File: src/rtl/cam_pkg.sv
// Shared constants and types for the OV7670 QQVGA RGB444 capture path.
package cam_pkg;

    // RGB444 pixel layout inside the 12-bit buffer word
    localparam int PX_W  = 12;
    localparam int R_MSB = 11;
    localparam int R_LSB = 8;
    localparam int G_MSB = 7;
    localparam int G_LSB = 4;
    localparam int B_MSB = 3;
    localparam int B_LSB = 0;

    // QQVGA geometry; FRAME_PX is also the address of the reserved black pixel
    localparam int H_PX_DEF = 160;
    localparam int V_PX_DEF = 120;
    localparam int FRAME_PX = H_PX_DEF * V_PX_DEF;

    typedef enum logic [2:0] {
        ST_IDLE,
        ST_WAIT_VS,
        ST_VBLANK,
        ST_BYTE_HI,
        ST_BYTE_LO
    } cam_state_t;

endpackage

File: src/rtl/cam_pixel_assembler.sv
// Joins the two camera bytes of an RGB444 pixel into one 12-bit word.
// The first byte's red nibble is held; the second byte is used live so the
// caller can register the full pixel in the same cycle it samples byte two.
module cam_pixel_assembler
    import cam_pkg::*;
#(
    parameter int DW = PX_W
)
(
    input  logic          clk,
    input  logic          rst_n,
    input  logic          latch_hi,
    input  logic          drop,
    input  logic [7:0]    byte_in,
    output logic [DW-1:0] pixel
);

    logic [R_MSB-R_LSB:0] r_q;

    // hold red from the first byte; a dropped half pixel is forgotten
    always_ff @(posedge clk or negedge rst_n) begin
        if (!rst_n)
            r_q <= '0;
        else if (latch_hi)
            r_q <= byte_in[3:0];
        else if (drop)
            r_q <= '0;
    end

    // place R, G, B into their fields
    always_comb begin
        pixel              = '0;
        pixel[R_MSB:R_LSB] = r_q;
        pixel[G_MSB:G_LSB] = byte_in[7:4];
        pixel[B_MSB:B_LSB] = byte_in[3:0];
    end

endmodule

File: src/rtl/cam_frame_writer.sv
// Camera write-side front end: turns the OV7670 byte stream into raster-order
// writes of 12-bit pixels into the frame buffer, never touching the black
// pixel at address H_PX*V_PX.
module cam_frame_writer
    import cam_pkg::*;
#(
    parameter int AW   = 15,
    parameter int DW   = 12,
    parameter int H_PX = H_PX_DEF,
    parameter int V_PX = V_PX_DEF
)
(
    input  logic          clk,
    input  logic          rst_n,
    input  logic          init,
    input  logic          cam_vsync,
    input  logic          cam_href,
    input  logic [7:0]    cam_data,
    output logic [AW-1:0] px_addr,
    output logic [DW-1:0] px_data,
    output logic          px_wr,
    output logic          frame_done,
    output logic          busy,
    output logic          line_err,
    output logic          ovf_err
);

    // line counter saturates one past H_PX so long lines still flag an error
    localparam int            LW        = $clog2(H_PX + 2);
    localparam logic [AW-1:0] FRAME_END = AW'(H_PX * V_PX);
    localparam logic [LW-1:0] LINE_LEN  = LW'(H_PX);
    localparam logic [LW-1:0] LINE_SAT  = LW'(H_PX + 1);

    cam_state_t    state;
    logic [AW-1:0] addr_cnt;
    logic [LW-1:0] line_cnt;
    logic          href_q;
    logic          latch_hi;
    logic          drop;
    logic [DW-1:0] pixel;

    assign latch_hi = (state == ST_BYTE_HI) && !cam_vsync && cam_href;
    assign drop     = (state == ST_BYTE_LO) && !cam_vsync && !cam_href;

    cam_pixel_assembler #(
        .DW (DW)
    ) u_asm (
        .clk      (clk),
        .rst_n    (rst_n),
        .latch_hi (latch_hi),
        .drop     (drop),
        .byte_in  (cam_data),
        .pixel    (pixel)
    );

    // capture FSM with counters, error flags and registered write port
    always_ff @(posedge clk or negedge rst_n) begin
        if (!rst_n) begin
            state      <= ST_IDLE;
            addr_cnt   <= '0;
            line_cnt   <= '0;
            href_q     <= 1'b0;
            px_addr    <= '0;
            px_data    <= '0;
            px_wr      <= 1'b0;
            frame_done <= 1'b0;
            busy       <= 1'b0;
            line_err   <= 1'b0;
            ovf_err    <= 1'b0;
        end else begin
            px_wr      <= 1'b0;
            frame_done <= 1'b0;
            href_q     <= cam_href;

            case (state)
                ST_IDLE: begin
                    if (init) begin
                        state    <= ST_WAIT_VS;
                        busy     <= 1'b1;
                        line_err <= 1'b0;
                        ovf_err  <= 1'b0;
                    end
                end

                ST_WAIT_VS: begin
                    if (cam_vsync)
                        state <= ST_VBLANK;
                end

                ST_VBLANK: begin
                    addr_cnt <= '0;
                    line_cnt <= '0;
                    if (!init) begin
                        state <= ST_IDLE;
                        busy  <= 1'b0;
                    end else if (!cam_vsync) begin
                        state <= ST_BYTE_HI;
                    end
                end

                ST_BYTE_HI, ST_BYTE_LO: begin
                    // VSYNC ends the frame from either byte phase
                    if (cam_vsync) begin
                        frame_done <= 1'b1;
                        if (init) begin
                            state <= ST_VBLANK;
                        end else begin
                            state <= ST_IDLE;
                            busy  <= 1'b0;
                        end
                    end else if (state == ST_BYTE_HI) begin
                        if (cam_href)
                            state <= ST_BYTE_LO;
                    end else if (cam_href) begin
                        state <= ST_BYTE_HI;
                        if (line_cnt != LINE_SAT)
                            line_cnt <= line_cnt + 1'b1;
                        if (addr_cnt == FRAME_END) begin
                            ovf_err <= 1'b1;
                        end else begin
                            px_data  <= pixel;
                            px_addr  <= addr_cnt;
                            px_wr    <= 1'b1;
                            addr_cnt <= addr_cnt + 1'b1;
                        end
                    end else begin
                        state    <= ST_BYTE_HI;
                        line_err <= 1'b1;
                    end

                    // line length check on the HREF falling edge; never
                    // coincides with a completed pixel since that needs HREF high
                    if (href_q && !cam_href) begin
                        if (line_cnt != LINE_LEN)
                            line_err <= 1'b1;
                        line_cnt <= '0;
                    end
                end

                default: begin
                    state <= ST_IDLE;
                    busy  <= 1'b0;
                end
            endcase
        end
    end

endmodule

File: config.mk
export PLATFORM = sky130hd
export DESIGN_NAME = cam_frame_writer
export DESIGN_NICKNAME = d
export VERILOG_FILES = /design/src/rtl/cam_pkg.sv /design/src/rtl/cam_pixel_assembler.sv /design/src/rtl/cam_frame_writer.sv
export SDC_FILE = /design/constraint.sdc
export NUM_CORES = 1
export LEC_CHECK = 0
export CAP_MARGIN = 20
export CORE_MARGIN = 2
export CORE_UTILIZATION = 28
export CTS_CLUSTER_SIZE = 20
export DETAILED_ROUTE_END_ITERATION = 8
export SKIP_LAST_GASP = 1
export SLEW_MARGIN = 15
export SYNTH_ARGS = -nofsm -noshare
export SYNTH_HDL_FRONTEND = slang
export SYNTH_SLANG_ARGS = --single-unit
File: constraint.sdc
create_clock -name clk -period 2 [get_ports clk]
set_input_delay 0.5 -clock clk [delete_from_list [all_inputs] [get_ports clk]]
set_output_delay 0.5 -clock clk [all_outputs]
set_load 0.1 [all_outputs]
==> flow_summary_export.csv, run 1 <==
group,metric,value,unit
drt,avgRoutedWirePerCell,14.6,um
hold_path,hold_class,"input pin to asynchronous set/reset pin",
place,hpwlAfterDp,5310,um
global_routing,grt_util_met2,19.9,%
cells_and_area,fillCellCount,1029,
global_routing,grt_pass1_vias,2518,
clock_network,cts_htree_levels,3,
critical_path,critical-path-max-stage-delay,0.57,ns
critical_path,worstSetupEndpointType,"flop",
critical_path,cp_data_required_time,2.26,ns
timing,setup_viol,0,
power_and_ir_drop,powerDensity,998,mW/mm^2
place,numPortBuffers,44,
critical_path,cp_max_fo,5,
synth,yosys-top-cells-count,"dfrtp_1 (63), mux2_2 (29), a31oi_1 (14), nand2_1 (14), a21oi_1 (13)",
critical_path,timing.critical_path.cells,"clkdlybuf4s50_1, nand2b_4, or3_4, or4_1, a21oi_1",
critical_path,crit_path_start_kind,"input pin",
global_routing,grt_max_degree,64,
critical_path,critPathKind,"input pin to flop",
power_and_ir_drop,peakVddDrop,0.000639,V
cells_and_area,final_nets,376,
floorplan,pin_count,45,
synth,syn_inst,277,
clock_network,clock-sinks,63,
synth,ys_seq_elements,63,
floorplan,die_area,0.0119,mm^2
drt,drt_iter0_drc,146,
synth,syn_area,0.00309,mm^2
job,drv_cap,0,
clock_network,numCtsBuffers,9,
cells_and_area,antenna_cells,0,
place,dpl.cell_count,486,
synth,synth-compound-area-share,15.8,%
global_routing,grt-busiest-layer,"met2",
synth,synthSimpleGateAreaFrac,15.8,%
timing,fmax,0.517,GHz
floorplan,initial_core_util,28.6,%
global_routing,grt_pass1_wl,12300,um
timing,fin_skew,0.0143,ns
timing,layout_worst_path_cycle_share,96.7,%
clock_network,clk_pin_slew_worst_paths,0.08,ns
synth,ys_types,56,
power_and_ir_drop,sequentialPowerShare,35.9,%
timing,rsz0062_at_grt,"true",
timing,period_minus_slack,1.93,ns
clock_network,cts_tree,"done",
timing,worst_slack,0.0663,ns
global_routing,grt_usage,13.2,%
cells_and_area,drive_gt1_share,36.1,%
drt,antenna_left,0,
synth,ys_top_cells_by_area,"dfrtp_1 (51%), mux2_2 (11%), a31oi_1 (2.8%)",
floorplan,core,0.0108,mm^2
drt,drt_pass1_iterations,5,
critical_path,crit_arrival,2.19,ns
drt,num_vias,2513,
place,gp_congestion,0.876,
global_routing,grt_use_met3,4.60,%
synth,avgSynthCellArea,11.1,um^2
power_and_ir_drop,combPwrFrac,40.4,%
synth,synth-xor-area-share,0.567,%
drt,drt_wl_total,7340,um
clock_network,ctsLongestPathBuffers,2,
timing,slew_headroom,66.3,%
place,dp_slack,-0.299,ns
global_routing,grt.overflow.total,0,
power_and_ir_drop,pwr-share-clk,23.7,%
synth,ys.flop_type,"dfrtp_1",
power_and_ir_drop,p_int,2.71,mW
synth,synth_top_family_by_area,"compound AO/OA/AOI/OAI gates",
timing,drv_slew,0,
global_routing,antenna_found_initial,0,
synth,syn_nets,295,
timing,hold_ws,0.142,ns
synth,synth_most_common_cell,"dfrtp_1",
synth,ys_seq_area_share,51.1,%
power_and_ir_drop,leakagePower,2.08,nW
drt,drcViolationCount,0,
clock_network,clk_latency,0.35,ns
global_routing,grt_util_met1,17.5,%
power_and_ir_drop,p_sw_share,39.8,%
synth,synth_adder_area_share,2.03,%
drt,vias_per_cell,5.00,
cells_and_area,syn_to_final_growth,46.0,%
timing,hold_viol,0,
synth,yosysWarnings,0,
run_status,status,"completed",
timing,worst_pin_slew,0.500,ns
cells_and_area,fin_util,41.8,%
floorplan,num_rows,38,
power_and_ir_drop,p_switching,1.79,mW
critical_path,cpMaxStageDelayCell,"clkdlybuf4s50_1",
synth,synth_mux_area_share,11.2,%
floorplan,die_h,109,um
synth,synth_edf_count,0,
cells_and_area,fin_cells,503,
synth,yosysTopAreaCell,"dfrtp_1",
floorplan,die_w,109,um
synth,async_flop_share,100,%
synth,synth_top_area_share,51.1,%
clock_network,cts_root_buf,"clkbuf_8",
==> power groups by stage <==
stage               Clock, mW  Combinational [mW]  Sequential [mW]
CTS                      1.10                1.83             1.62
floorplan                   0               0.490             2.23
finish                   1.07                1.82             1.61
global placement            0                1.80             1.63
detailed placement          0                1.82             1.63
global route             1.16                1.91             1.64
==> repair_timing <==
action | CTS | global route
hold buffers | 0 | 0
pin swaps | 1 | 2
setup endpoints to repair | 28 | 35
gates resized for setup | 4 | 8
buffers inserted | 1 | 0
==> cells by family (layout without fill, tap and decap cells) <==
family                     Yosys count  count (layout)
and+or+nand+nor                     78              78
AOI/OAI and AO/OA                   71              71
DFF                                 63              63
muxes                               31              31
buffers and inverters               27             113
adders and majority gates            5               5
xor gates and xnor gates             2               2
==> flip-flops by register name, indices dropped and copies added, names as in the netlist <==
signal and flops:
px_data 12, u_asm.r_q 4, px_wr 1, ovf_err 1
busy 1, px_addr 15, state 3, addr_cnt 15
frame_done 1, line_cnt 8, line_err 1, href_q 1
==> per-stage QoR <==
step           setup TNS [ns]  cell area (um^2)  power [mW]
3_5_place_dp            -9.74              4250        3.45
5_1_grt                -0.651              4510        4.72
2_1_floorplan               0              3090        2.72
6_report                    0              4510        4.50
4_1_cts                     0              4480        4.54
3_3_place_gp            -7.71              4250        3.43
==> cells in the final DEF, fill, tap and decap left out, drive strengths merged, types with 4 or more instances in the layout <==
| cell type | n |
|---|---|
| buf | 74 |
| dfrtp | 63 |
| mux2 | 29 |
| nand2 | 14 |
| a31oi | 14 |
| a21oi | 14 |
| clkbuf | 12 |
| inv | 12 |
| clkdlybuf4s50 | 10 |
| o21ai | 10 |
| nor2 | 9 |
| a22o | 9 |
| nand3 | 8 |
| or3 | 6 |
| a21o | 5 |
| ha | 5 |
| nand3b | 4 |
| nand2b | 4 |
==> path summary, 6_finish.rpt <==
check,from,endpoint,slack (ns),cells past startpoint
setup reg to reg,addr_cnt[0],px_data[8],0.07,9
max in group asynchronous,rst_n,line_cnt[0],1.55,2
hold reg to reg,u_asm.r_q[0],u_asm.r_q[0],0.54,1
setup / recovery,cam_href,addr_cnt[4],0.07,5
hold / removal,rst_n,px_addr[7],0.14,2
min in group clk,u_asm.r_q[0],u_asm.r_q[0],0.54,1
==> critical path: cells and delay by family <==
family / cells / cell delay [ns]
AO/OA/AOI/OAI: 1 / 0.18
AND/OR/NAND/NOR: 3 / 0.95
buffers and inverters: 1 / 0.57
==> per-layer routing <==
metal / routed length (um) / share of wire (%) / vias to the layer above
met1: 3330 / 45 / 1232
met2: 3420 / 47 / 74
li1: - / - / 1201
met4: 87 / 1.2 / 0
met3: 503 / 6.9 / 6
met5: 0 / 0 / -
==> final cells by class <==
class	instances	area [um^2]	area share [%]
inverters	12	47.5	1.05
well taps	140	175	3.88
flip-flops and latches	63	1580	35.0
repair buffers	85	1080	24.0
clock buffers	12	165	3.66
clock inverters	4	28.8	0.638
multi-input cells	187	1440	31.8
No activity file was read; power rests on OpenSTA's default activity.
==> run 2, diff against run 1 <==
--- a/config.mk
+++ b/config.mk
@@ -7,9 +7,10 @@
 export LEC_CHECK = 0
 export CAP_MARGIN = 20
 export CORE_MARGIN = 2
-export CORE_UTILIZATION = 28
+export CORE_UTILIZATION = 49
 export CTS_CLUSTER_SIZE = 20
 export DETAILED_ROUTE_END_ITERATION = 8
+export PLACE_DENSITY = 0.76
 export SKIP_LAST_GASP = 1
 export SLEW_MARGIN = 15
 export SYNTH_ARGS = -nofsm -noshare
==> flow_summary_export.csv, run 2 (synthesis gave the netlist of run 1 again) <==
group,metric,value,unit
drt,drt_pass1_iterations,4,
critical_path,cp_num_buf_inv,0,
drt,vias_per_cell,5.80,
floorplan,die_h,83.4,um
clock_network,cts_hold_buf,0,
drt,avgRoutedWirePerCell,16.6,um
critical_path,cpMaxStageDelayCell,"or4b_1",
clock_network,cts_tree,"done",
place,gp_congestion,0.893,
drt,drcViolationCount,0,
clock_network,ctsLongestPathBuffers,2,
timing,hold_viol,0,
cells_and_area,final_cell_mix,"dfrtp_1 (63), buf_4 (37), buf_12 (32)",
place,hpwlAfterDp,5200,um
timing,setup_viol,0,
drt,antenna_left,0,
clock_network,clk_latency,0.35,ns
clock_network,cts_root_buf,"clkbuf_8",
power_and_ir_drop,p_int,2.73,mW
critical_path,crit_arrival,2.11,ns
global_routing,grt_usage,22.0,%
power_and_ir_drop,combPwrFrac,40.1,%
cells_and_area,final_nets,374,
floorplan,core,0.00599,mm^2
floorplan,num_rows,28,
global_routing,grt_pass1_vias,2567,
critical_path,critPathKind,"flop to flop",
critical_path,startpoint,"line_cnt[2]",
clock_network,numCtsBuffers,9,
timing,worst_pin_slew,0.398,ns
place,numPortBuffers,44,
power_and_ir_drop,p_switching,1.78,mW
timing,fin_setup_tns,0,ns
cells_and_area,antenna_cells,0,
cells_and_area,fillCellCount,394,
critical_path,cp_data_required_time,2.22,ns
cells_and_area,fin_cells,436,
timing,rsz0062_at_grt,"false",
floorplan,die_w,83.4,um
power_and_ir_drop,sequentialPowerShare,36.1,%
run_status,status,"completed",
critical_path,crit_family,"simple AND/OR/NAND/NOR gates",
drt,drt_wl_total,7220,um
floorplan,die_area,0.00695,mm^2
cells_and_area,top_regs,"addr_cnt: 15 flops, px_addr: 15 flops, px_data: 12 flops",
timing,slew_headroom,73.3,%
floorplan,pin_count,45,
critical_path,r2r_start,"line_cnt[2]",
power_and_ir_drop,leakagePower,2.08,nW
clock_network,clk_pin_slew_worst_paths,0.07,ns
cells_and_area,final_area,0.00440,mm^2
cells_and_area,drive_gt1_share,36.3,%
place,dpl.cell_count,420,
power_and_ir_drop,peakVddDrop,0.00107,V
global_routing,antenna_found_initial,0,
critical_path,ff2ff_path_depth,4,
clock_network,clock-sinks,63,
critical_path,critical-path-max-stage-delay,0.52,ns
global_routing,grt_max_degree,64,
clock_network,cts_htree_levels,3,
critical_path,timing.critical_path.cells,"or4b_4, or4b_1, a31oi_1, o32ai_1",
timing,fmax,0.529,GHz
power_and_ir_drop,powerDensity,1020,mW/mm^2
timing,fin_skew,0.00484,ns
critical_path,cp_max_fo,5,
timing,drv_slew,0,
power_and_ir_drop,p_sw_share,39.4,%
cells_and_area,syn_to_final_growth,42.5,%
timing,layout_worst_path_cycle_share,94.5,%
floorplan,initial_core_util,51.5,%
cells_and_area,layout_commonest_cell,"dfrtp_1",
timing,hold_ws,0.158,ns
place,dpl_cell_area,0.00417,mm^2
global_routing,grt.overflow.total,0,
drt,drt_iter0_drc,116,
hold_path,hold_class,"input pin to asynchronous set/reset pin",
job,drv_cap,0,
critical_path,crit_path_start_kind,"flop",
timing,period_minus_slack,1.89,ns
critical_path,worstSetupEndpointType,"flop",
critical_path,rrSetupSlack,0.11,ns
power_and_ir_drop,pwr-share-clk,23.8,%
drt,num_vias,2527,
critical_path,reg2reg_to,"line_err",
global_routing,grt_pass1_wl,12100,um
run 2: area by class of cell:
| type | instances | area [um^2] | area share, % |
|---|---|---|---|
| inverter | 12 | 45.0 | 1.02 |
| timing repair buffer | 83 | 1060 | 24.1 |
| tap | 75 | 93.8 | 2.13 |
| clock buffer | 13 | 179 | 4.06 |
| multi-input combinational | 187 | 1430 | 32.5 |
| sequential | 63 | 1580 | 35.8 |
| clock inverter | 3 | 15.0 | 0.341 |
run 2: power by group through the flow:
stage,Clock [mW],Combinational [mW],Sequential [mW]
after floorplan,0,0.490,2.23
after global placement,0,1.76,1.63
after detailed placement,0,1.80,1.64
after CTS,1.09,1.81,1.62
after global routing,1.13,1.89,1.64
final,1.07,1.81,1.63
run 2: what timing repair did:
action / 4_1_cts / 5_1_grt
setup endpoints to repair: 18 / 35
pin swaps: 0 / 3
buffers inserted: 0 / 0
endpoints found under the hold margin: 0 / 0
resized for setup: 4 / 6
run 2: worst reg2reg max path, delay by kind of cell (launching register included):
family | cells | cell delay, ns
AO/OA/AOI/OAI | 2 | 0.31
flip-flops | 1 | 0.43
AND/OR/NAND/NOR | 2 | 1.03
run 2: worst max-delay path by stage:
stage                              to  cells past startpoint
after floorplan            px_addr[0]                      7
after global placement    addr_cnt[6]                      5
after detailed placement  addr_cnt[9]                      5
after CTS                 addr_cnt[9]                      5
after global routing         line_err                      4
final                        line_err                      4
run 2: metal layers:
layer	up-vias	wire length, um	track usage [%]
met5	-	0	0
met3	17	312	5.47
met1	1248	3100	28.1
met4	0	194	10.9
met2	66	3620	35.0
li1	1196	-	-
run 2: through the flow:
step	worst slack [ns]	total power, mW	util (%)
floorplan	0.0933	2.72	-
global placement	-0.311	3.39	69.5
detailed placement	-0.400	3.44	69.5
CTS	-0.0243	4.52	73.0
global route	0.000352	4.66	73.5
finish	0.110	4.50	73.5
